`config.mk`:
```
export PLATFORM = sky130hd
export DESIGN_NAME = adder_select_seq_ctrl
export DESIGN_NICKNAME = d
export VERILOG_FILES = /design/src/rtl/adder_seq_pkg.sv /design/src/rtl/adder_select_16_bit_ci.sv /design/src/rtl/adder_select_seq_ctrl.sv
export SDC_FILE = /design/constraint.sdc
export NUM_CORES = 1
export LEC_CHECK = 0
export ABC_AREA = 1
export CORE_ASPECT_RATIO = 1.2
export CORE_UTILIZATION = 50
export DETAILED_ROUTE_END_ITERATION = 7
export HOLD_SLACK_MARGIN = 0.15
export PLACE_DENSITY = 0.88
export SYNTH_ARGS = -nofsm -noshare
export SYNTH_HDL_FRONTEND = slang
export SYNTH_SLANG_ARGS = --single-unit
```
`constraint.sdc`:
```
create_clock -name clk -period 7.8 [get_ports clk]
set_input_delay 1.56 -clock clk [delete_from_list [all_inputs] [get_ports clk]]
set_output_delay 1.56 -clock clk [all_outputs]
set_load 0.05 [all_outputs]
```
`src/rtl/adder_seq_pkg.sv`:
```
// Shared constants and state encoding for the chunked sequential adder.
package adder_seq_pkg;

  // Width of the single shared adder slice; operands are streamed through it LSB chunk first.
  localparam int CHUNK = 16;

  typedef enum logic [1:0] {
    IDLE,
    RUN,
    DONE
  } seq_state_e;

endpackage

```
`src/rtl/adder_select_16_bit_ci.sv`:
```
// Combinational 16-bit carry-select adder with carry-in.
// The low byte ripples from ci. The high byte is precomputed for both possible carries.
// The low byte's carry then picks one of the two precomputed results.
module adder_select_16_bit_ci
  import adder_seq_pkg::*;
(
  input  logic [CHUNK-1:0] a,
  input  logic [CHUNK-1:0] b,
  input  logic             ci,
  output logic [CHUNK-1:0] s,
  output logic             co
);

  localparam int HALF = CHUNK / 2;

  logic [HALF:0] lo_sum;
  logic [HALF:0] hi_sum_c0;
  logic [HALF:0] hi_sum_c1;

  assign lo_sum    = {1'b0, a[HALF-1:0]} + {1'b0, b[HALF-1:0]} + {{HALF{1'b0}}, ci};
  assign hi_sum_c0 = {1'b0, a[CHUNK-1:HALF]} + {1'b0, b[CHUNK-1:HALF]};
  assign hi_sum_c1 = {1'b0, a[CHUNK-1:HALF]} + {1'b0, b[CHUNK-1:HALF]} + {{HALF{1'b0}}, 1'b1};

  assign s  = {(lo_sum[HALF] ? hi_sum_c1[HALF-1:0] : hi_sum_c0[HALF-1:0]), lo_sum[HALF-1:0]};
  assign co = lo_sum[HALF] ? hi_sum_c1[HALF] : hi_sum_c0[HALF];

endmodule

```
`src/rtl/adder_select_seq_ctrl.sv`:
```
// Multi-cycle WIDTH-bit adder: streams CHUNK-bit slices, LSB first, through one shared
// carry-select adder, chaining the carry in a register. Valid/ready on both sides.
module adder_select_seq_ctrl
  import adder_seq_pkg::*;
#(
  parameter int WIDTH = 64
) (
  input  logic             clk,
  input  logic             rst,
  input  logic             in_valid,
  output logic             in_ready,
  input  logic [WIDTH-1:0] a,
  input  logic [WIDTH-1:0] b,
  input  logic             cin,
  output logic             out_valid,
  input  logic             out_ready,
  output logic [WIDTH-1:0] s,
  output logic             cout,
  output logic             busy
);

  localparam int NCHUNK = WIDTH / CHUNK;
  localparam int IDX_W  = (NCHUNK > 1) ? $clog2(NCHUNK) : 1;
  localparam logic [IDX_W-1:0] LAST_IDX = IDX_W'(NCHUNK - 1);

  if (((WIDTH % CHUNK) != 0) || (NCHUNK < 2)) begin : g_bad_width
    $error("adder_select_seq_ctrl: WIDTH must be a multiple of CHUNK with at least two chunks");
  end

  seq_state_e       state;
  logic [IDX_W-1:0] idx;
  logic [WIDTH-1:0] a_q;
  logic [WIDTH-1:0] b_q;
  logic             carry_q;

  logic [CHUNK-1:0] chunk_a;
  logic [CHUNK-1:0] chunk_b;
  logic [CHUNK-1:0] chunk_s;
  logic             chunk_co;

  logic             accept;

  assign accept  = in_valid && in_ready;
  assign busy    = (state == RUN) || (state == DONE);
  assign chunk_a = a_q[idx*CHUNK +: CHUNK];
  assign chunk_b = b_q[idx*CHUNK +: CHUNK];

  adder_select_16_bit_ci u_chunk_adder (
    .a  (chunk_a),
    .b  (chunk_b),
    .ci (carry_q),
    .s  (chunk_s),
    .co (chunk_co)
  );

  // Operand holding registers: pure data, loaded only on the accept edge.
  always_ff @(posedge clk) begin
    if (accept) begin
      a_q <= a;
      b_q <= b;
    end
  end

  // Sequencer: accept, walk the chunks LSB first, hold the result until the consumer takes it.
  always_ff @(posedge clk) begin
    if (rst) begin
      state     <= IDLE;
      idx       <= '0;
      carry_q   <= 1'b0;
      s         <= '0;
      cout      <= 1'b0;
      in_ready  <= 1'b1;
      out_valid <= 1'b0;
    end else begin
      case (state)
        IDLE: begin
          if (accept) begin
            carry_q  <= cin;
            idx      <= '0;
            in_ready <= 1'b0;
            state    <= RUN;
          end
        end
        RUN: begin
          s[idx*CHUNK +: CHUNK] <= chunk_s;
          carry_q               <= chunk_co;
          if (idx == LAST_IDX) begin
            // idx parks on the last chunk; it is cleared again on the next accept.
            cout      <= chunk_co;
            out_valid <= 1'b1;
            state     <= DONE;
          end else begin
            idx <= idx + 1'b1;
          end
        end
        DONE: begin
          // No same-cycle accept here: in_ready only rises once the block is back in IDLE.
          if (out_ready) begin
            out_valid <= 1'b0;
            in_ready  <= 1'b1;
            state     <= IDLE;
          end
        end
        default: begin
          out_valid <= 1'b0;
          in_ready  <= 1'b1;
          state     <= IDLE;
        end
      endcase
    end
  end

endmodule

```
==> results.cfg, run 1 <==
[critical_path]
crit_fanout = 45
r2r_end = s[28]
critPathKind = register to register
cp.arrival_ns = 4.07
crit_path_start_kind = register
r2r_cells = 17
worst-r2r-setup-slack_ns = 4.07
r2r_start = idx[0]
endpoint_kind = register
required_ns = 8.14

[global_route]
grt_max_degree = 82
grt_first_pass_wirelength_mm = 32.10
grt_antenna_before_repair = 0
grt_pass1_vias = 6488
grt-ovfl-total = 0
globalRouteTotalUtil = 0.2429

[clocking]
cts.sink_count = 200
cts_buffer_depth = 2
post_cts_buffers = 0
cts_tree = yes
h-tree-depth = 4
ctsResizeCount = 0
root_buffer = clkbuf_16
clk_pin_slew_ns = 0.07
clk_latency_ns = 0.43
cts_made_buffers = 17
ctsHoldBuffers = 0

[die]
core_area_mm2 = 0.01640
num_rows = 51
fp.dieH_um = 144.8
dieArea_mm2 = 0.01752
start_util = 0.5180
die_w_um = 121.0
io_pins = 201

[logic_synthesis]
synth_seq_area_share = 0.6221
synthCells = 831
synth_area_mm2 = 0.008496
syn-num-nets = 992
ys.warnings.count = 0
ys_types = 39
syn_avg_cell_area_um2 = 10.22
synth_seq_cells = 200

[sta]
slew_viol_final = 0
final_hold_viol_count = 0
maxSlewHeadroom = 0.2329
finalSetupTns_ns = 0
fmax_mhz = 268.1
tightest_slew_ns = 1.146
setup_violations = 0
period_needed_ns = 3.729
rsz0062_at_grt = no
skew_ns = 0.01028
finalCritPeriodShare = 0.4781

[power_and_ir_drop]
ir_drop_v = 0.0002168
p_leak_nw = 4.051
power_density_mw_per_mm2 = 361.6

[placement]
port_buffers = 200
dp_hpwl_mm = 14.66
place_area_mm2 = 0.01064
place_congestion = 0.8725

[final_layout]
seq_area_mm2 = 0.005286
antenna_cells = 0
final_common_cell = clkdlybuf4s50_1
multi_input_area_mm2 = 0.002854
fillers = 1185
stdcell_area_mm2 = 0.01120
areaGrowthSynthToFinish_pct = 31.87
nets = 1175
drive_gt1_frac = 0.05556
final_cell_mix = 199 x clkdlybuf4s50_1, 164 x nand2_1, 128 x edfxtp_1

[hold_path]
hp-start = out_valid
worst_hold_path.endpoint = out_valid
hp-class = register to register
min_path_cells = 1

[flow_run]
cap_violations = 0

[detailed_routing]
antenna_left = 0
viasPerCell = 5.503
routed_wl_mm = 20.74
dr.pass1.iters = 5
dr_total_vias = 6813
wl_per_cell_um = 16.75
drt-initial-drc-count = 662
drc_errors = 0

[status]
status = finished, final reports clean
==> synth_stat cells <==
cell type | instances | area (um2)
nand2_1 | 164 | 615.6
edfxtp_1 | 128 | 3844
nor2_1 | 87 | 326.6
a21oi_1 | 72 | 360.4
dfxtp_1 | 72 | 1441
o21ai_0 | 66 | 330.3
inv_1 | 50 | 187.7
clkbuf_1 | 34 | 127.6
nand3_1 | 31 | 155.2
o22ai_1 | 31 | 193.9
ha_1 | 25 | 312.8
nand4_1 | 10 | 62.56
buf_2 | 6 | 30.03
nor3_1 | 5 | 25.02
xnor2_1 | 5 | 43.79
a22oi_1 | 4 | 30.03
a31oi_1 | 4 | 25.02
xor2_1 | 4 | 35.03
a32oi_1 | 3 | 26.28
fa_1 | 3 | 60.06
buf_1 | 2 | 7.510
nand2_2 | 2 | 12.51
nand3_4 | 2 | 35.03
nor2_4 | 2 | 22.52
nor3_2 | 2 | 20.02
o211ai_1 | 2 | 15.01
or2_2 | 2 | 12.51
xnor2_2 | 2 | 32.53
a211oi_1 | 1 | 7.510
a21oi_2 | 1 | 8.760
and2_1 | 1 | 6.260
inv_2 | 1 | 3.750
nand2_4 | 1 | 11.26
nand3_2 | 1 | 10.01
nand3b_1 | 1 | 7.510
nor4_4 | 1 | 21.27
o21a_1 | 1 | 7.510
o21ai_1 | 1 | 5.000
xor2_2 | 1 | 16.27
==> report_power, final <==
group / total [mW] / switching [mW] / leakage, nW / internal, mW
clock network: 0.845 / 0.389 / 0.276 / 0.456
logic: 1.82 / 1.24 / 1.97 / 0.582
registers: 1.39 / 0.0631 / 1.81 / 1.32
total: 4.05 / 1.69 / 4.05 / 2.36
==> state kept, by name (all words and copies together) (netlist names) <==
| name | count |
|---|---|
| out_valid | 1 |
| in_ready | 1 |
| b_q | 64 |
| state | 2 |
| cout | 1 |
| a_q | 64 |
| idx | 2 |
| s | 64 |
| carry_q | 1 |
==> how the worst max path moves through the flow <==
stage	from	slack, ns	end	cells after the start
floorplan	in_valid	2.69	out_valid	8
global placement	in_valid	3.98	a_q[50]	4
detailed placement	in_valid	3.91	a_q[34]	4
CTS	idx[0]	4.12	s[59]	17
global route	idx[0]	3.76	s[27]	17
finish	idx[0]	4.07	s[28]	17
==> layer usage <==
metal | routed length [um] | GRT usage | part of all wire | vias up
li1 | - | - | - | 3242
met1 | 8040 | 0.2952 | 0.39 | 3181
met2 | 10720 | 0.4238 | 0.52 | 348
met3 | 1387 | 0.04428 | 0.067 | 42
met4 | 592 | 0.1033 | 0.029 | 0
met5 | 0 | 0 | 0 | -
==> stage by stage <==
step	power, mW	util	std cells	hold slack [ns]	setup WS (ns)
6_report	4.051	0.6831	1238	0.4643	4.071
3_3_place_gp	3.150	0.6489	1207	0.4492	3.983
3_5_place_dp	3.207	0.6489	1207	0.4520	3.912
2_1_floorplan	2.684	-	831	0.4559	2.689
4_1_cts	4.045	0.6831	1238	0.4664	4.117
5_1_grt	4.289	0.6831	1238	0.4859	3.761
==> cells by family after synthesis <==
group,Yosys count,share of synthesized area
buffers and inverters,93,0.04197
AND/OR/NAND/NOR,312,0.1582
XOR/XNOR,12,0.01502
flip-flops,200,0.6221
AO/OA/AOI/OAI,186,0.1189
adder cells (fa/ha/maj),28,0.04389
==> area by class of cell <==
cell class,instances,share of cell area
well taps,212,0.02368
clock inverters,11,0.01027
flip-flops and latches,200,0.4719
multi-input cells,538,0.2547
inverters,51,0.01731
repair buffers,206,0.1823
clock buffers,20,0.03987
==> worst max-delay path, stage by stage, from the launching register on <==
cell and delay (ns):
dfxtp_2 0.33, inv_2 0.49, buf_4 0.46, o21ai_0 0.13, o22ai_1 0.18, fa_1 0.22, inv_1 0.06, fa_1 0.39
nand3b_1 0.18, nand2_1 0.13, nand2_1 0.11, nand2_4 0.13, nand3_4 0.11, xor2_2 0.20, nand2_1 0.11, nor2_1 0.17
nand2_1 0.07, a21oi_1 0.17
No activity file was read; power rests on OpenSTA's default activity.
==> run 2: changes to the inputs <==
==> constraint.sdc (replaced) <==
create_clock -name clk -period 3.9 [get_ports clk]
set_input_delay 0.78 -clock clk [delete_from_list [all_inputs] [get_ports clk]]
set_output_delay 0.78 -clock clk [all_outputs]
set_load 0.05 [all_outputs]
==> run 2 against run 1 <==
Clock skew down 0.0030 ns. Sequential cell count unchanged. Clock-buffer cell count down 1. Final cell count up 0.57%. Clock power up 100%. Via count up 1.4%. Critical path type unchanged.
==> results.cfg, run 2 (synthesis gave the netlist of run 1 again) <==
[status]
status = finished, final reports clean

[die]
dieArea_mm2 = 0.01752
start_util = 0.5180
core_area_mm2 = 0.01640
die_w_um = 121.0
io_pins = 201
fp.dieH_um = 144.8
num_rows = 51

[clocking]
cts.sink_count = 200
ctsResizeCount = 0
cts_buffer_depth = 2
ctsHoldBuffers = 0
cts_made_buffers = 17
post_cts_buffers = 0
clk_pin_slew_ns = 0.07
cts_tree = yes
clk_latency_ns = 0.44
root_buffer = clkbuf_16
h-tree-depth = 4

[sta]
rsz0062_at_grt = no
skew_ns = 0.007322
maxSlewHeadroom = 0.3378
fin_ws_ns = 0.4870
finalCritPeriodShare = 0.8751
fmax_mhz = 293.0
slew_viol_final = 0
period_needed_ns = 3.413
tightest_slew_ns = 0.9879
setup_violations = 0
finalSetupTns_ns = 0
final_hold_viol_count = 0

[global_route]
grt-ovfl-total = 0
grt_pass1_vias = 6718
grt_first_pass_wirelength_mm = 33.47
grt_max_degree = 79
grt_antenna_before_repair = 0
globalRouteTotalUtil = 0.2513

[power_and_ir_drop]
p_leak_nw = 4.078
switchingPower_mw = 3.378
seqPwrFrac = 0.339
power_density_mw_per_mm2 = 723.8
clock_power_share = 0.208
switching_share = 0.4142
ir_drop_v = 0.0004058
p_int_mw = 4.779
comb_power_share = 0.453

[placement]
place_ws_ns = 0.5338
place_congestion = 0.9003
port_buffers = 200
place_area_mm2 = 0.01071
dp_hpwl_mm = 15.50

[detailed_routing]
m1WireLength_mm = 8.514
dr_total_vias = 6906
met2WireLength_mm = 11.01
wl_per_cell_um = 17.22
dr.pass1.iters = 6
routed_wl_mm = 21.45
drt-initial-drc-count = 706
antenna_left = 0
highest_layer = met4
viasPerCell = 5.547
dr_wl_met3_mm = 1.291
drc_errors = 0

[critical_path]
r2r_start = idx[0]
cp.arrival_ns = 3.77
crit_fanout = 43
endpoint_kind = register
required_ns = 4.26
crit_path_start_kind = register
r2r_end = s[46]
critPathKind = register to register
r2r_cells = 16
worst-r2r-setup-slack_ns = 0.49

[final_layout]
final_cell_mix = 199 x clkdlybuf4s50_1, 164 x nand2_1, 128 x edfxtp_1
antenna_cells = 0
reg.largest.list = a_q: 64 flops, b_q: 64 flops, s: 64 flops
finish.utilization = 0.6872
final_common_cell = clkdlybuf4s50_1
nets = 1182
drive_gt1_frac = 0.06002
areaGrowthSynthToFinish_pct = 32.65
stdcell_area_mm2 = 0.01127

[hold_path]
hp-class = register to register
hp-start = s[3]
worst_hold_path.endpoint = s[3]
min_path_cells = 2

[flow_run]
cap_violations = 0
run 2: layout make-up:
cell class,count,area [um2]
Sequential cell,200,5286
Fill cell,1214,5130
Multi-Input combinational cell,538,2854
Timing Repair Buffer,213,2107
Clock buffer,19,432.9
Tap cell,212,265.3
Inverter,51,195.2
Clock inverter,12,128.9
run 2: worst max-delay path by stage:
stage | startpoint | to | slack, ns | depth (start not counted)
2_1_floorplan | in_valid | out_valid | 0.38 | 8
3_3_place_gp | idx[0] | s[30] | 0.66 | 16
3_5_place_dp | idx[0] | s[46] | 0.53 | 16
4_1_cts | idx[0] | s[46] | 0.50 | 16
5_1_grt | idx[0] | s[28] | 0.22 | 16
6_report | idx[0] | s[46] | 0.49 | 16
run 2: power by group through the flow:
stage	Clock, mW	Combinational [mW]	Sequential [mW]
5_1_grt	1.81	4.03	2.79
3_5_place_dp	0	3.64	2.81
3_3_place_gp	0	3.53	2.80
2_1_floorplan	0	2.27	3.09
6_report	1.69	3.70	2.76
4_1_cts	1.71	3.67	2.77
run 2: stage by stage:
stage / hold slack (ns) / instances / total power, mW
floorplan: 0.4559 / 831 / 5.358
global placement: 0.4517 / 1214 / 6.327
detailed placement: 0.4589 / 1214 / 6.455
CTS: 0.4697 / 1245 / 8.151
global route: 0.4811 / 1245 / 8.630
finish: 0.4684 / 1245 / 8.157
run 2: per-layer routing:
layer / track usage / vias up
met5: 0 / -
met4: 0.1209 / 0
met3: 0.04350 / 46
met2: 0.4328 / 331
li1: - / 3258
met1: 0.3062 / 3271
run 2: critical path, cell delays in order, from the launching register on:
cell,delay (ns)
dfxtp_2,0.32
inv_2,0.54
buf_4,0.36
nand2_1,0.07
a32oi_1,0.23
inv_1,0.10
fa_1,0.44
nand3b_1,0.17
nand2_1,0.13
nand2_1,0.11
nand2_4,0.12
nand3_4,0.11
nor2_4,0.14
nand2_1,0.05
nand2_1,0.16
nand3_1,0.09
a21oi_1,0.16
